### src/rtl/mantle_split_pkg.sv
// Shared types, defaults and width helper for the mantle_split_stream frame deserializer.
package mantle_split_pkg;

    typedef enum logic {
        FILL = 1'b0,
        FULL = 1'b1
    } state_e;

    localparam int DEF_WIDTH = 32;
    localparam int DEF_N1    = 9;
    localparam int DEF_N2    = 6;

    // Index width for a frame of n words; never narrower than one bit.
    function automatic int idx_w(input int n);
        int w;
        w = $clog2(n);
        return (w < 1) ? 1 : w;
    endfunction

endpackage

### src/rtl/mantle_split_ctr.sv
// Frame word index: clears on clr, advances on inc and wraps to zero after the last word.
module mantle_split_ctr
    import mantle_split_pkg::*;
#(
    parameter  int LEN = DEF_N1 + DEF_N2,
    localparam int IW  = idx_w(LEN)
) (
    input  logic          clk,
    input  logic          rst,
    input  logic          clr,
    input  logic          inc,
    output logic [IW-1:0] idx,
    output logic          last
);

    localparam logic [IW-1:0] LAST_IDX = IW'(LEN - 1);

    logic [IW-1:0] idx_q;
    logic [IW-1:0] idx_d;

    assign idx  = idx_q;
    assign last = (idx_q == LAST_IDX);

    // NOTE: every always_comb target is given a default first, so no path can infer a latch.
    always_comb begin
        idx_d = idx_q;
        if (clr) begin
            idx_d = '0;
        end else if (inc) begin
            idx_d = last ? '0 : idx_q + 1'b1;
        end
    end

    // NOTE: sequential state uses non-blocking assignments only, so every flop samples pre-edge values.
    always_ff @(posedge clk) begin
        if (rst) begin
            idx_q <= '0;
        end else begin
            idx_q <= idx_d;
        end
    end

endmodule

### src/rtl/mantle_split_stream.sv
// Serial-to-array deserializer: collects N1+N2 words per frame and presents them as two
// registered arrays under a valid/ready handshake, overlapping the next frame's first word.
module mantle_split_stream
    import mantle_split_pkg::*;
#(
    parameter  int WIDTH = DEF_WIDTH,
    parameter  int N1    = DEF_N1,
    parameter  int N2    = DEF_N2,
    localparam int LEN   = N1 + N2,
    localparam int IW    = idx_w(LEN)
) (
    input  logic             clk,
    input  logic             rst,
    input  logic             flush,
    input  logic             in_valid,
    output logic             in_ready,
    input  logic [WIDTH-1:0] in_data,
    output logic             out_valid,
    input  logic             out_ready,
    output logic [WIDTH-1:0] out1 [N1],
    output logic [WIDTH-1:0] out2 [N2],
    output logic [IW-1:0]    idx
);

    generate
        if (N1 < 1 || N2 < 1 || WIDTH < 1) begin : g_bad_params
            $error("mantle_split_stream: N1, N2 and WIDTH must all be at least 1");
        end
    endgenerate

    state_e           state_q;
    state_e           state_d;
    logic [WIDTH-1:0] out1_q [N1];
    logic [WIDTH-1:0] out1_d [N1];
    logic [WIDTH-1:0] out2_q [N2];
    logic [WIDTH-1:0] out2_d [N2];
    logic [IW-1:0]    idx_q;
    logic             last;
    logic             in_xfer;
    logic             drop;
    logic             wr_en;

    // A held frame may only be released by the consumer, so input readiness follows out_ready.
    assign in_ready  = (state_q == FILL) || out_ready;
    assign out_valid = (state_q == FULL);
    assign in_xfer   = in_valid && in_ready;
    assign drop      = flush && (state_q == FILL);
    assign wr_en     = in_xfer && !drop;

    mantle_split_ctr #(
        .LEN (LEN)
    ) u_ctr (
        .clk  (clk),
        .rst  (rst),
        .clr  (drop),
        .inc  (wr_en),
        .idx  (idx_q),
        .last (last)
    );

    always_comb begin
        state_d = state_q;
        case (state_q)
            FILL: if (wr_en && last) state_d = FULL;
            FULL: if (out_ready) state_d = (wr_en && last) ? FULL : FILL;
            default: state_d = FILL;
        endcase
    end

    always_comb begin
        out1_d = out1_q;
        out2_d = out2_q;
        for (int k = 0; k < N1; k++) begin
            if (wr_en && idx_q == IW'(k)) out1_d[k] = in_data;
        end
        for (int j = 0; j < N2; j++) begin
            if (wr_en && idx_q == IW'(N1 + j)) out2_d[j] = in_data;
        end
    end

    always_ff @(posedge clk) begin
        if (rst) begin
            state_q <= FILL;
            // NOTE: the arrays are output ports with defined reset contents, so they take rst like any other flop.
            for (int k = 0; k < N1; k++) out1_q[k] <= '0;
            for (int j = 0; j < N2; j++) out2_q[j] <= '0;
        end else begin
            state_q <= state_d;
            out1_q  <= out1_d;
            out2_q  <= out2_d;
        end
    end

    assign out1 = out1_q;
    assign out2 = out2_q;
    assign idx  = idx_q;

endmodule

### config.mk
export PLATFORM = sky130hd
export DESIGN_NAME = mantle_split_stream
export DESIGN_NICKNAME = d
export VERILOG_FILES = /design/src/rtl/mantle_split_pkg.sv /design/src/rtl/mantle_split_ctr.sv /design/src/rtl/mantle_split_stream.sv
export SDC_FILE = /design/constraint.sdc
export NUM_CORES = 1
export LEC_CHECK = 0
export ABC_CLOCK_PERIOD_IN_PS = 3500
export CAP_MARGIN = 0
export CORE_AREA = 2 2 201 203
export DETAILED_ROUTE_END_ITERATION = 16
export DIE_AREA = 0 0 203 205
export GPL_ROUTABILITY_DRIVEN = 0
export GPL_TIMING_DRIVEN = 0
export PLACE_DENSITY_LB_ADDON = 0.25
export SYNTH_ARGS = -nofsm -noshare
export SYNTH_HDL_FRONTEND = slang
export SYNTH_SLANG_ARGS = --single-unit
### constraint.sdc
create_clock -name clk -period 3.5 [get_ports clk]
set_input_delay 1.05 -clock clk [delete_from_list [all_inputs] [get_ports clk]]
set_output_delay 1.05 -clock clk [all_outputs]
set_load 0.02 [all_outputs]
==> impl_results.md, run 1 <==
- Pwr Density: 462 nW/µm²
- Outcome: finished clean
- DR pass1 iterations: 6
- Asr flop ratio synth: 0%
- Die ar.: 41600 µm²
- Met3 WL: 6.31 mm
- Hold Crit Class: flop to flop
- Congestion Overflow GR: 0
- Met1 Wirelength: 27.7 mm
- Register area share after synthesis: a little under three fifths
- Tot Pwr: about 12 mW
- #FFs+latches synth: a little under 500
- DR vias/cell: ~5.3
- Final hold vios: 0
- DR top layer: met4
- Post-Syn Nets: approximately 2200
- TritonCTS clock tree: done
- Finish-stage setup viols: 0
- Fillers: around 3300
- Synthesized instance count: about 2200
- Total clock sinks: between 400 and 500
- Initial antenna violation count: 2
- Deepest clock path buffer count: 3
- Cts hold-fix bufs: 0
- Relative slew slack: 14.5%
- Hold Path Stages: 2
- H-tree levels: 2
- Largest net degree at the start of global routing: 15
- Row count: 73
- Syn. warnings: 0
- Layout Skew: between 0.01 and 0.015 ns
- Crit end category: primary output
- Number of global-route vias before repair: about 17000
- Port buffer count: 520
- Max Fclk: between 0.2 and 0.3 GHz
- Hold Slack: about 0.45 ns
- Total Nets Final: ~2800
- Clk_lat worst skew: 0.59 ns
- Max-Cap Viols: 0
- WL final: 70.5 mm
- Worst EP arrival: between 2 and 2.5 ns
- Number of top-level pins: between 500 and 600
- Total CTS buffers: 48
- RSZ-0062 raised after global routing: no
- Worst vdd ir: roughly 0.37 mV
- Post-route core utilization: a little under two thirds
- Synth unique cells: 33
- Crit path launch type: input pin
- Pre-CTS setup slack: -0.414 ns
- DR vias: 17600
- Worst setup path class: input pin to primary output
- LEAKAGE: between 8 and 9 nW
- Die Y: ~210 µm
- CP Max Fanout: 10
- Most used DFF post-synth: dfxtp_1
- Initial DRC Count: ~1200
- DRT antenna net count: 0
- Core region area: between 30000 and 40000 µm²
- Tightest Pin Transition: roughly 1.3 ns
- Setup bufs post-CTS: 0
- Max Slew Vio Count: 0
- Total global-route track usage: between 30% and 40%
- Avg Inst Size Synth: between 8 and 9 µm²
- Die width: 203 µm
- Final setup margin: 0.131 ns
- Final HPWL DP: slightly above 50 mm
- Global-route wire length before repair: 103 mm
- WL per Instance: approximately 21 µm
- Drt drc: 0
- Reg2reg path depth: 7
- Area Overhead vs Synth: 42.8%
- Clock transition at path regs: 0.06 ns
- Part of the cycle the worst path needs: a little over nine tenths
- Metal2 WL: between 30 and 40 mm
- Tmin final: roughly 3.4 ns
- Post-synth EDFFs: 0
- Initial Util: between 40% and 50%
- Mapped Area: approximately 18000 µm²
- CTS root buf: clkbuf_16
- CP required: around 2.5 ns
- Share of layout cells above drive strength 1: between 8 and 9%
## final cells by class
class	instances	area (µm²)	area share, %
flip-flops and latches	485	9710	38.6
multi-input cells	1506	7050	28.0
repair buffers	520	5200	20.7
diodes	1	2.50	0.00995
clock buffers	71	1420	5.64
inverters	1	7.51	0.0298
clock inverters	13	251	1.00
plain buffers	189	858	3.41
well taps	525	657	2.61
## synthesized netlist by cell type, drive strengths merged, types with 3 or more instances
master / count / area, µm²
nand4: 12 / 75.1
buf: 75 / 422
dfxtp: 485 / 9710
nand2b: 68 / 425
nor2b: 4 / 25.0
nor4: 14 / 210
nand2: 900 / 3450
a21oi: 452 / 2370
mux2i: 32 / 320
nand3: 3 / 20.0
clkbuf: 114 / 428
## state kept, by name, indices dropped and copies added, names as in the netlist
signal / count
out2: 192
out_valid: 1
u_ctr.idx: 4
out1: 288
## where the power goes
| group | total, mW | switching (mW) | leakage, nW | internal [mW] |
|---|---|---|---|---|
| registers | 5.56 | 0.0139 | 3.91 | 5.54 |
| logic | 0.526 | 0.383 | 3.74 | 0.143 |
| clock network | 5.53 | 2.21 | 0.820 | 3.31 |
| total | 11.6 | 2.61 | 8.46 | 9.00 |
## cell usage in the layout, fill, tap and decap left out, types with 2 or more instances in the layout
cell	instances
a21oi_1	423
buf_8	3
buf_2	66
nor3_1	2
clkbuf_8	11
nor2_1	2
or4_1	2
clkdlybuf4s50_1	519
and3b_1	2
o21ai_0	2
buf_6	2
o211ai_1	2
nor2b_1	4
clkbuf_1	125
buf_4	5
mux2i_1	32
nand2_1	870
clkbuf_16	49
clkinv_2	3
bufinv_16	7
nor4_4	4
nand2b_1	68
nand4_1	12
nand2_2	30
nand3b_1	2
dfxtp_1	485
a21oi_2	29
nand3_1	2
nor4_2	10
inv_6	2
## per-layer routing
layer | track usage (%) | vias to the layer above
met2 | 55.3 | 880
li1 | - | 8158
met4 | 15.6 | 0
met1 | 39.3 | 8349
met3 | 8.42 | 185
met5 | 0 | -
## critical path: stages
cell and delay [ns]:
clkdlybuf4s50_1 0.41, nor2b_1 0.14, buf_6 0.18, clkinvlp_4 0.15, buf_4 0.20, buf_2 0.18
## per-stage QoR
| step | instances | setup TNS (ns) | area, µm² |
|---|---|---|---|
| floorplan | 2181 | 0 | 17600 |
| global placement | 3226 | -7.98 | 23500 |
| detailed placement | 3226 | -15.13 | 23500 |
| CTS | 3310 | 0 | 25100 |
| global route | 3311 | 0 | 25200 |
| finish | 3311 | 0 | 25200 |
## repair_timing
action	in CTS	in global routing
endpoints found under the hold margin	0	0
setup endpoints to repair	1	1
gates resized for setup	5	4
## final timing paths
kind	start	to	slack, ns
setup / recovery	out_ready	in_ready	0.13
setup reg to reg	out_valid	out1[221]	0.82
hold reg to reg	out2[100]	out2[100]	0.45
hold / removal	out2[100]	out2[100]	0.45
## kinds of logic (layout without fill, tap and decap cells)
| group | count (synthesis) | after routing | synth area share [%] |
|---|---|---|---|
| and+or+nand+nor | 1015 | 1015 | 24.4 |
| DFF | 485 | 485 | 55.1 |
| AOI/OAI and AO/OA | 459 | 459 | 13.7 |
| buffers and inverters | 190 | 794 | 4.85 |
| muxes | 32 | 32 | 1.82 |
| other | 0 | 1 | 0 |
Note: power is estimated with default switching activity, not from simulation.
==> inputs of run 2 (changes only) <==
ABC_AREA = 1   (was not set)
GPL_TIMING_DRIVEN = not set   (was 0)
PLACE_DENSITY = 0.8   (was not set)
PLACE_DENSITY_LB_ADDON = not set   (was 0.25)
==> impl_results.md, run 2 <==
- Mapped Area: ~19000 µm²
- Clock transition at path regs: around 0.06 ns
- Die width: approximately 200 µm
- Crit end category: primary output
- Share of layout cells above drive strength 1: between 5 and 6%
- Post-Syn Nets: 2797
- CTS root buf: clkbuf_16
- Finish-stage setup viols: 0
- Initial DRC Count: a little under 2000
- Syn. warnings: 0
- Max Fclk: between 0.3 and 0.4 GHz
- Die ar.: between 40000 and 50000 µm²
- Top cell type by total area after synthesis: dfxtp_1
- Synth Area in Compound Gates: less than 1%
- Global-route wire length before repair: ~110 mm
- Register area share after synthesis: 51.0%
- Max FFs per register: approximately 290
- WL final: between 70 and 80 mm
- RSZ-0062 raised after global routing: no
- Max Slew Vio Count: 0
- Number of top-level pins: approximately 520
- Hold Slack: about 0.48 ns
- Placed Instance Area: around 25000 µm²
- Layout Skew: 0.0161 ns
- TritonCTS clock tree: done
- Adder-cell share of the synthesized area: 0%
- Fillers: between 3000 and 4000
- Total clock sinks: roughly 490
- Tightest Pin Transition: 1.15 ns
- Setup bufs post-CTS: 0
- Final HPWL DP: 47.5 mm
- Most used DFF post-synth: dfxtp_1
- Relative slew slack: 23.3%
- Multi-input logic area: between 8000 and 9000 µm²
- Drt drc: 0
- Synth unique cells: 13
- Avg Inst Size Synth: a little under 7 µm²
- Hold Crit Class: flop to flop
- DR vias/cell: around 5.4
- Commonest non-fill, non-tap cell in the layout: nor2_1
- Synthesized instance count: between 2000 and 3000
- DR pass1 iterations: 6
- Most common cell in the netlist: nor2_1
- Tot Pwr: 12.0 mW
- Area Overhead vs Synth: 38.8%
- Worst EP arrival: 2.24 ns
- Port buffer count: between 500 and 600
- DRT antenna net count: 0
- Commonest cells after routing, fill and taps aside: 968 x nor2_1, 522 x clkdlybuf4s50_1, 508 x nand2_1
- DR vias: between 20000 and 25000
- Finished Cell Area: 26400 µm²
- Core region area: between 30000 and 40000 µm²
- Top cells by area, synth: dfxtp_1 51%, nor2_1 19%, nand3_1 13%
- Largest net degree at the start of global routing: 85
- Max incr delay on CP: about 0.62 ns
- Row count: 73
- Outcome: finished clean
- Cts hold-fix bufs: 0
- Reg area: roughly 9700 µm²
- Xor/xnor share of the synthesized area: less than 1%
- Number of global-route vias before repair: around 19000
- Total CTS buffers: 50
- Post-synthesis mux area share: 0%
- Final hold vios: 0
- Placed cells: about 3700
- Worst setup path class: input pin to primary output
- Pre-CTS setup slack: 0.215 ns
- Initial antenna violation count: 2
- Post-route setup TNS: 0 ns
- Commonest cells post-synth: 980 x nor2_1, 508 x nand2_1, 485 x dfxtp_1
- Synth top area share: approximately half
- Max-Cap Viols: 0
- Part of the cycle the worst path needs: between 90% and 100%
- Crit-path most repeated cell: clkdlybuf4s50_1
- Asr flop ratio synth: 0%
- Post-route core utilization: roughly two thirds
- H-tree levels: 2
- Post-synth EDFFs: 0
- Worst-path cell chain: clkdlybuf4s50_1, inv_1, nand2_1, clkdlybuf4s50_1
- LEAKAGE: between 10 and 15 nW
- Initial Util: between 40% and 50%
- Final setup margin: 0.214 ns
- Tmin final: roughly 3.3 ns
- Cts repair resizes: 0
- #FFs+latches synth: 485
- CP required: around 2.5 ns
- Main combinational cell family by area after synthesis: simple AND/OR/NAND/NOR gates
- Total Nets Final: between 3000 and 4000
- Deepest clock path buffer count: 3
- Congestion Overflow GR: 0
- Worst vdd ir: ~0.39 mV
- WL per Instance: between 15 and 20 µm
- Non-filler cells, final: 3750
- CP Max Fanout: 2
- Crit path launch type: input pin
- Simple-Gate Fraction of Synth Area: a little over two fifths
- CP max-delay cell: clkdlybuf4s50_1
- Clk_lat worst skew: around 0.60 ns
- Total global-route track usage: between 30% and 40%
- Die Y: roughly 210 µm
- Pwr Density: between 400 and 500 nW/µm²
run 2: changes by cell type after synthesis, moves of 12 or more:
cell | before | now
a21oi_1 | 423 | 2
a21oi_2 | 29 | 0
buf_1 | 0 | 52
buf_2 | 67 | 108
clkbuf_1 | 114 | 69
inv_1 | 1 | 56
mux2i_1 | 32 | 0
nand2_1 | 870 | 508
nand2_2 | 30 | 0
nand2b_1 | 68 | 0
nand3_1 | 2 | 482
nand4_1 | 12 | 0
nor2_1 | 2 | 980
nor2_2 | 0 | 14
run 2: layer usage:
metal / wire length, µm / vias to the layer above / GRT usage, %
met4: 5820 / 0 / 25.4
met1: 26700 / 9327 / 41.2
li1: - / 9422 / -
met5: 0 / - / 0
met2: 33500 / 1191 / 54.9
met3: 8110 / 281 / 7.60
run 2: kinds of logic after synthesis:
group,after synthesis
simple gates,1985
flops,485
buf+inv,285
compound gates,4
xor+xnor,1
run 2: worst paths after layout:
check	slack, ns	end	from	depth (start not counted)
setup reg to reg	1.27	out1[214]	u_ctr.idx[1]	8
hold / removal	0.48	out1[145]	out1[145]	2
setup / recovery	0.21	in_ready	out_ready	4
hold reg to reg	0.48	out1[145]	out1[145]	2
run 2: worst max-delay path: cells and delay by family:
kind,cells,cell delay [ns]
buffers and inverters,3,1.12
AND/OR/NAND/NOR,1,0.07
run 2: area by class of cell:
cell class / instances / area share, %
diodes: 2 / 0.0189
clock buffers: 69 / 5.31
clock inverters: 23 / 1.11
inverters: 56 / 0.824
multi-input cells: 1990 / 30.9
flip-flops and latches: 485 / 36.8
well taps: 525 / 2.49
repair buffers: 600 / 22.6
run 2: power by group:
part / total (mW) / internal, mW / switching (mW) / leakage [nW]
Combinational: 0.888 / 0.272 / 0.617 / 5.69
Sequential: 5.59 / 5.56 / 0.0265 / 3.91
Clock: 5.50 / 3.25 / 2.25 / 0.835
==> inputs of run 3 (changes only) <==
REMOVE_ABC_BUFFERS = 1   (was not set)
SLEW_MARGIN = 20   (was not set)
==> impl_results.md, run 3 (synthesis results as in run 2) <==
- Initial DRC Count: around 1800
- Number of top-level pins: around 520
- Tmin final: 3.28 ns
- Outcome: finished clean
- DRT antenna net count: 0
- Core region area: between 30000 and 40000 µm²
- Final setup margin: roughly 0.22 ns
- Crit path launch type: input pin
- Largest net degree at the start of global routing: roughly 110
- Finish-stage setup viols: 0
- Crit-path most repeated cell: clkdlybuf4s50_1
- Global-route wire length before repair: between 100 and 150 mm
- Worst-path cell chain: clkdlybuf4s50_1, inv_1, nand2_1, clkdlybuf4s50_1
- Max Fclk: 0.305 GHz
- Setup bufs post-CTS: 0
- Die ar.: 41600 µm²
- Placed Instance Area: approximately 25000 µm²
- H-tree levels: 2
- Hold Crit Class: flop to flop
- Commonest cells after routing, fill and taps aside: 968 x nor2_1, 522 x clkdlybuf4s50_1, 508 x nand2_1
- Port buffer count: 522
- Drt drc: 0
- DR pass1 iterations: 5
- Max-Cap Viols: 0
- Final HPWL DP: approximately 46 mm
- Deepest clock path buffer count: 3
- TritonCTS clock tree: done
- Fillers: 3264
- Layout Skew: ~0.019 ns
- Tightest Pin Transition: approximately 1.1 ns
- Max FFs per register: between 200 and 300
- Worst EP arrival: approximately 2.2 ns
- Total Nets Final: about 3200
- Worst vdd ir: approximately 0.33 mV
- Max Slew Vio Count: 0
- Multi-input logic area: between 8000 and 9000 µm²
- Worst setup path class: input pin to primary output
- LEAKAGE: a little over 10 nW
- Relative slew slack: 24.7%
- Commonest non-fill, non-tap cell in the layout: nor2_1
- Row count: 73
- WL per Instance: 19.5 µm
- Total global-route track usage: 33.5%
- Reg area: around 10000 µm²
- Total CTS buffers: just under 50
- Congestion Overflow GR: 0
- CP max-delay cell: clkdlybuf4s50_1
- Cts hold-fix bufs: 0
- Die Y: just over 200 µm
- Clk_lat worst skew: 0.58 ns
- Crit end category: primary output
- Max incr delay on CP: around 0.60 ns
- Total clock sinks: 485
- Clock transition at path regs: about 0.060 ns
- Share of layout cells above drive strength 1: under 10%
- Crit path max-delay family: buffers and inverters
- Pwr Density: approximately 450 nW/µm²
- Initial antenna violation count: 1
- DR vias/cell: 5.35
- Die width: between 200 and 250 µm
- Number of global-route vias before repair: 18300
- Final hold vios: 0
- RSZ-0062 raised after global routing: no
- Cts repair resizes: 0
- Initial Util: about half
- CP required: between 2 and 2.5 ns
- DR vias: 20000
- WL final: between 70 and 80 mm
- CTS root buf: clkbuf_16
- Buf+Inv Stages, Crit Path: 3
- Finished Cell Area: about 26000 µm²
- Part of the cycle the worst path needs: between 90% and 100%
- Pre-CTS setup slack: 0.222 ns
- Post-route core utilization: between 60 and 70%
- Area Overhead vs Synth: 38.2%
- CP Max Fanout: 2
## run 3: final cells by class
class | instances | share of cell area [%]
antenna | 1 | 0.00951
clock buffer | 79 | 5.82
clock inverter | 9 | 0.304
inverter | 56 | 0.827
multi-input combinational | 1990 | 31.0
sequential | 485 | 36.9
tap | 525 | 2.50
timing repair buffer | 598 | 22.6
## run 3: path summary, 6_finish.rpt
kind	to	start	slack, ns	depth (start not counted)
max	in_ready	out_ready	0.22	4
min	out1[25]	out1[25]	0.48	2
max reg2reg	out1[194]	u_ctr.idx[1]	1.25	7
min reg2reg	out1[25]	out1[25]	0.48	2
## run 3: per-stage QoR
| stage | hold WS [ns] | TNS [ns] | cells | power [mW] |
|---|---|---|---|---|
| 3_5_place_dp | 0.471 | 0 | 3654 | 6.58 |
| 2_1_floorplan | 0.559 | -3432.29 | 2531 | 6.35 |
| 6_report | 0.480 | 0 | 3743 | 11.7 |
| 3_3_place_gp | 0.463 | 0 | 3654 | 6.56 |
| 5_1_grt | 0.498 | 0 | 3743 | 12.0 |
| 4_1_cts | 0.484 | 0 | 3742 | 11.7 |
## run 3: worst reg2reg max path, delay by kind of cell, from the launching register on
family	cells	cell delay, ns
DFF	1	0.42
and+or+nand+nor	5	0.82
buffers and inverters	2	0.91
## run 3: report_power, final
part           switching [mW]  internal [mW]  leakage [nW]
clock                    2.18           3.06         0.795
sequential             0.0251           5.56          3.91
combinational           0.619          0.274          5.68
total                    2.82           8.89          10.4
## run 3: routing by layer
layer  part of all wire (%)  global-route usage, %  up-vias
met4                    7.2                   21.9        0
met3                     11                   8.83      260
li1                       -                      -     9405
met5                      0                      0        -
met1                     37                   40.1     9222
met2                     45                   53.3     1126
==> variant (flow settings as in run 3) <==
`DEF_N1`: 9 -> 10.
--- a/src/rtl/mantle_split_pkg.sv
+++ b/src/rtl/mantle_split_pkg.sv
@@ -7,7 +7,7 @@
     } state_e;
 
     localparam int DEF_WIDTH = 32;
-    localparam int DEF_N1    = 9;
+    localparam int DEF_N1    = 10;
     localparam int DEF_N2    = 6;
 
     // Index width for a frame of n words; never narrower than one bit.
Ports: changed (resized out1); port bits go from 523 to 555. The function was not compared with the original's and may differ.
==> variant against run 3 <==
Clock power up 8.8%. Design area is 7.1% higher. First-iteration DRC count is 28% higher. Clock skew decreased by 1.2 ps. Area after synthesis rose by 8.1%. Sequential cell count is 32 higher. Synthesized cell count grew 6.4%. Core utilization up 4.7 points. Routed wire length is 9.1% higher. Global-route usage is 3.2 points higher. Total power grew 6.9%. Combinational power hardly changed. Setup slack got worse by 50 ps.
==> variant: results (changes against run 3) <==
stage;metric;value;unit;change
status;status;finished clean;;
synth;seq_area_frac_synth;50.3;%;-0.69 points
global_routing;grt_pass1_wl;116000;um;+9.2%
setup_path;slowest_delay;660;ps;+60 ps
global_routing;grt_pass1_vias;20300;;+11%
clock_network;htree_levels;2;;unchanged
pwr;leakage;0.0111;uW;+6.5%
final_layout;layout.nets;3427;;+6.5%
synth;yosys.cell_types.count;19;;+6
placed_design;post-place-cells;3858;;+5.6%
drt;wl_per_cell;20.1;um;+3.3%
pwr;max-vdd-ir-drop;378;uV;+14%
drt;route.detailed.drc;0;;unchanged
timing;worstMarginPinSlew;1150;ps;+26.0 ps
setup_path;cp_max_fo;2;;unchanged
clock_network;postCtsSetupBuffers;0;;unchanged
worst_hold_path;hold_path.class;reg -> reg;;
synth;ys_top_cells_by_count;nor2_1 (1029), nand2_1 (530), dfxtp_1 (517), nand3_1 (515), buf_1 (91);;
drt;drt_iter0_markers;2317;;+28%
placed_design;postPlaceCellArea;0.0264;mm2;+7.0%
timing;holdWs;481;ps;+1.05 ps
global_routing;grt_max_degree;121;;+15%
clock_network;cts_max_path_buffers;3;;unchanged
clock_network;cts_repair_resize_count;0;;unchanged
global_routing;antenna_found_initial;1;;unchanged
drt;vias;21700;;+8.5%
final_layout;largest_reg_flops;320;;+11%
clock_network;numCtsBuffers;51;;+4.1%
placed_design;pre_cts_slack;160;ps;-61.9 ps
synth;ys_top_cells_by_area;dfxtp_1 (50%), nor2_1 (19%), nand3_1 (13%);;
placed_design;io_buffers;554;;+6.1%
synth;async_flop_share;0;%;unchanged
timing;period_share;95.2;%;+1.4 points
synth;yosys_warnings;0;;unchanged
setup_path;r2r_setup_slack;1080;ps;-170 ps
clock_network;clock_latency;600;ps;+20 ps
placed_design;hpwl;50200;um;+8.5%
setup_path;crit_arrival;2280;ps;+50 ps
clock_network;clock-root-buffer;clkbuf_16;;
setup_path;cp_top_family;buffers and inverters;;
worst_hold_path;holdPathStages;2;;unchanged
final_layout;drive_gt1_share;6.22;%;+0.65 points
timing;skew;17.6;ps;-1.15 ps
setup_path;reg2reg_depth;9;;+2
drt;drt_pass1_iterations;8;;+3
setup_path;cp_slowest_cell;clkdlybuf4s50_1;;
synth;syn_inst;2938;;+6.4%
clock_network;clk_pin_slew;60;ps;about the same
final_layout;final_cells;3953;;+5.6%
global_routing;grt_usage;36.7;%;+3.2 points
==> variant: cell types whose count changed after synthesis, moves of 22 or more <==
cell	before	now
nor2_1	980	1029
nand2_1	508	530
clkbuf_1	69	47
nand3_1	482	515
buf_1	52	91
buf_2	108	39
buf_4	0	64
dfxtp_1	485	517
==> variant: report_power, final <==
part	internal, uW	switching, uW
Sequential	5920	22.5
Clock	3330	2380
Combinational	269	621
Total	9510	3020
==> variant: layout make-up <==
cell class,instances,area [um2]
fill,3093,11200
sequential,517,10300
multi-input combinational,2115,8790
timing repair buffer,637,6380
clock buffer,76,1570
tap,525,657
inverter,64,248
clock inverter,18,176
antenna,1,2.50
==> variant: routing by layer <==
metal / part of all wire [%] / global-route usage (%) / up-vias
li1: - / - / 10000
met1: 36 / 44.0 / 10000
met2: 44 / 57.2 / 1300
met3: 12 / 9.86 / 341
met4: 7.6 / 26.0 / 0
met5: 0 / 0 / -
==> variant: path summary, 6_finish.rpt <==
path,from,endpoint
setup / recovery,out_ready,in_ready
hold / removal,out1[197],out1[197]
setup reg to reg,u_ctr.idx[0],out1[105]
hold reg to reg,out1[197],out1[197]
==> variant: worst register-to-register path, stage by stage (launching register included) <==
cell and delay (ps):
dfxtp_1 360, inv_1 140, ha_1 180, inv_1 140, nor2_2 140, buf_4 360, inv_2 80, nor2_4 670
nor2_1 110, nor2_1 170
==> variant: kinds of logic after synthesis <==
| kind of cell | count (synthesis) | share of synthesized area, % |
|---|---|---|
| buf+inv | 306 | 7.03 |
| compound gates | 5 | 0.122 |
| flops | 517 | 50.3 |
| fa+ha+maj | 4 | 0.243 |
| simple gates | 2106 | 42.3 |
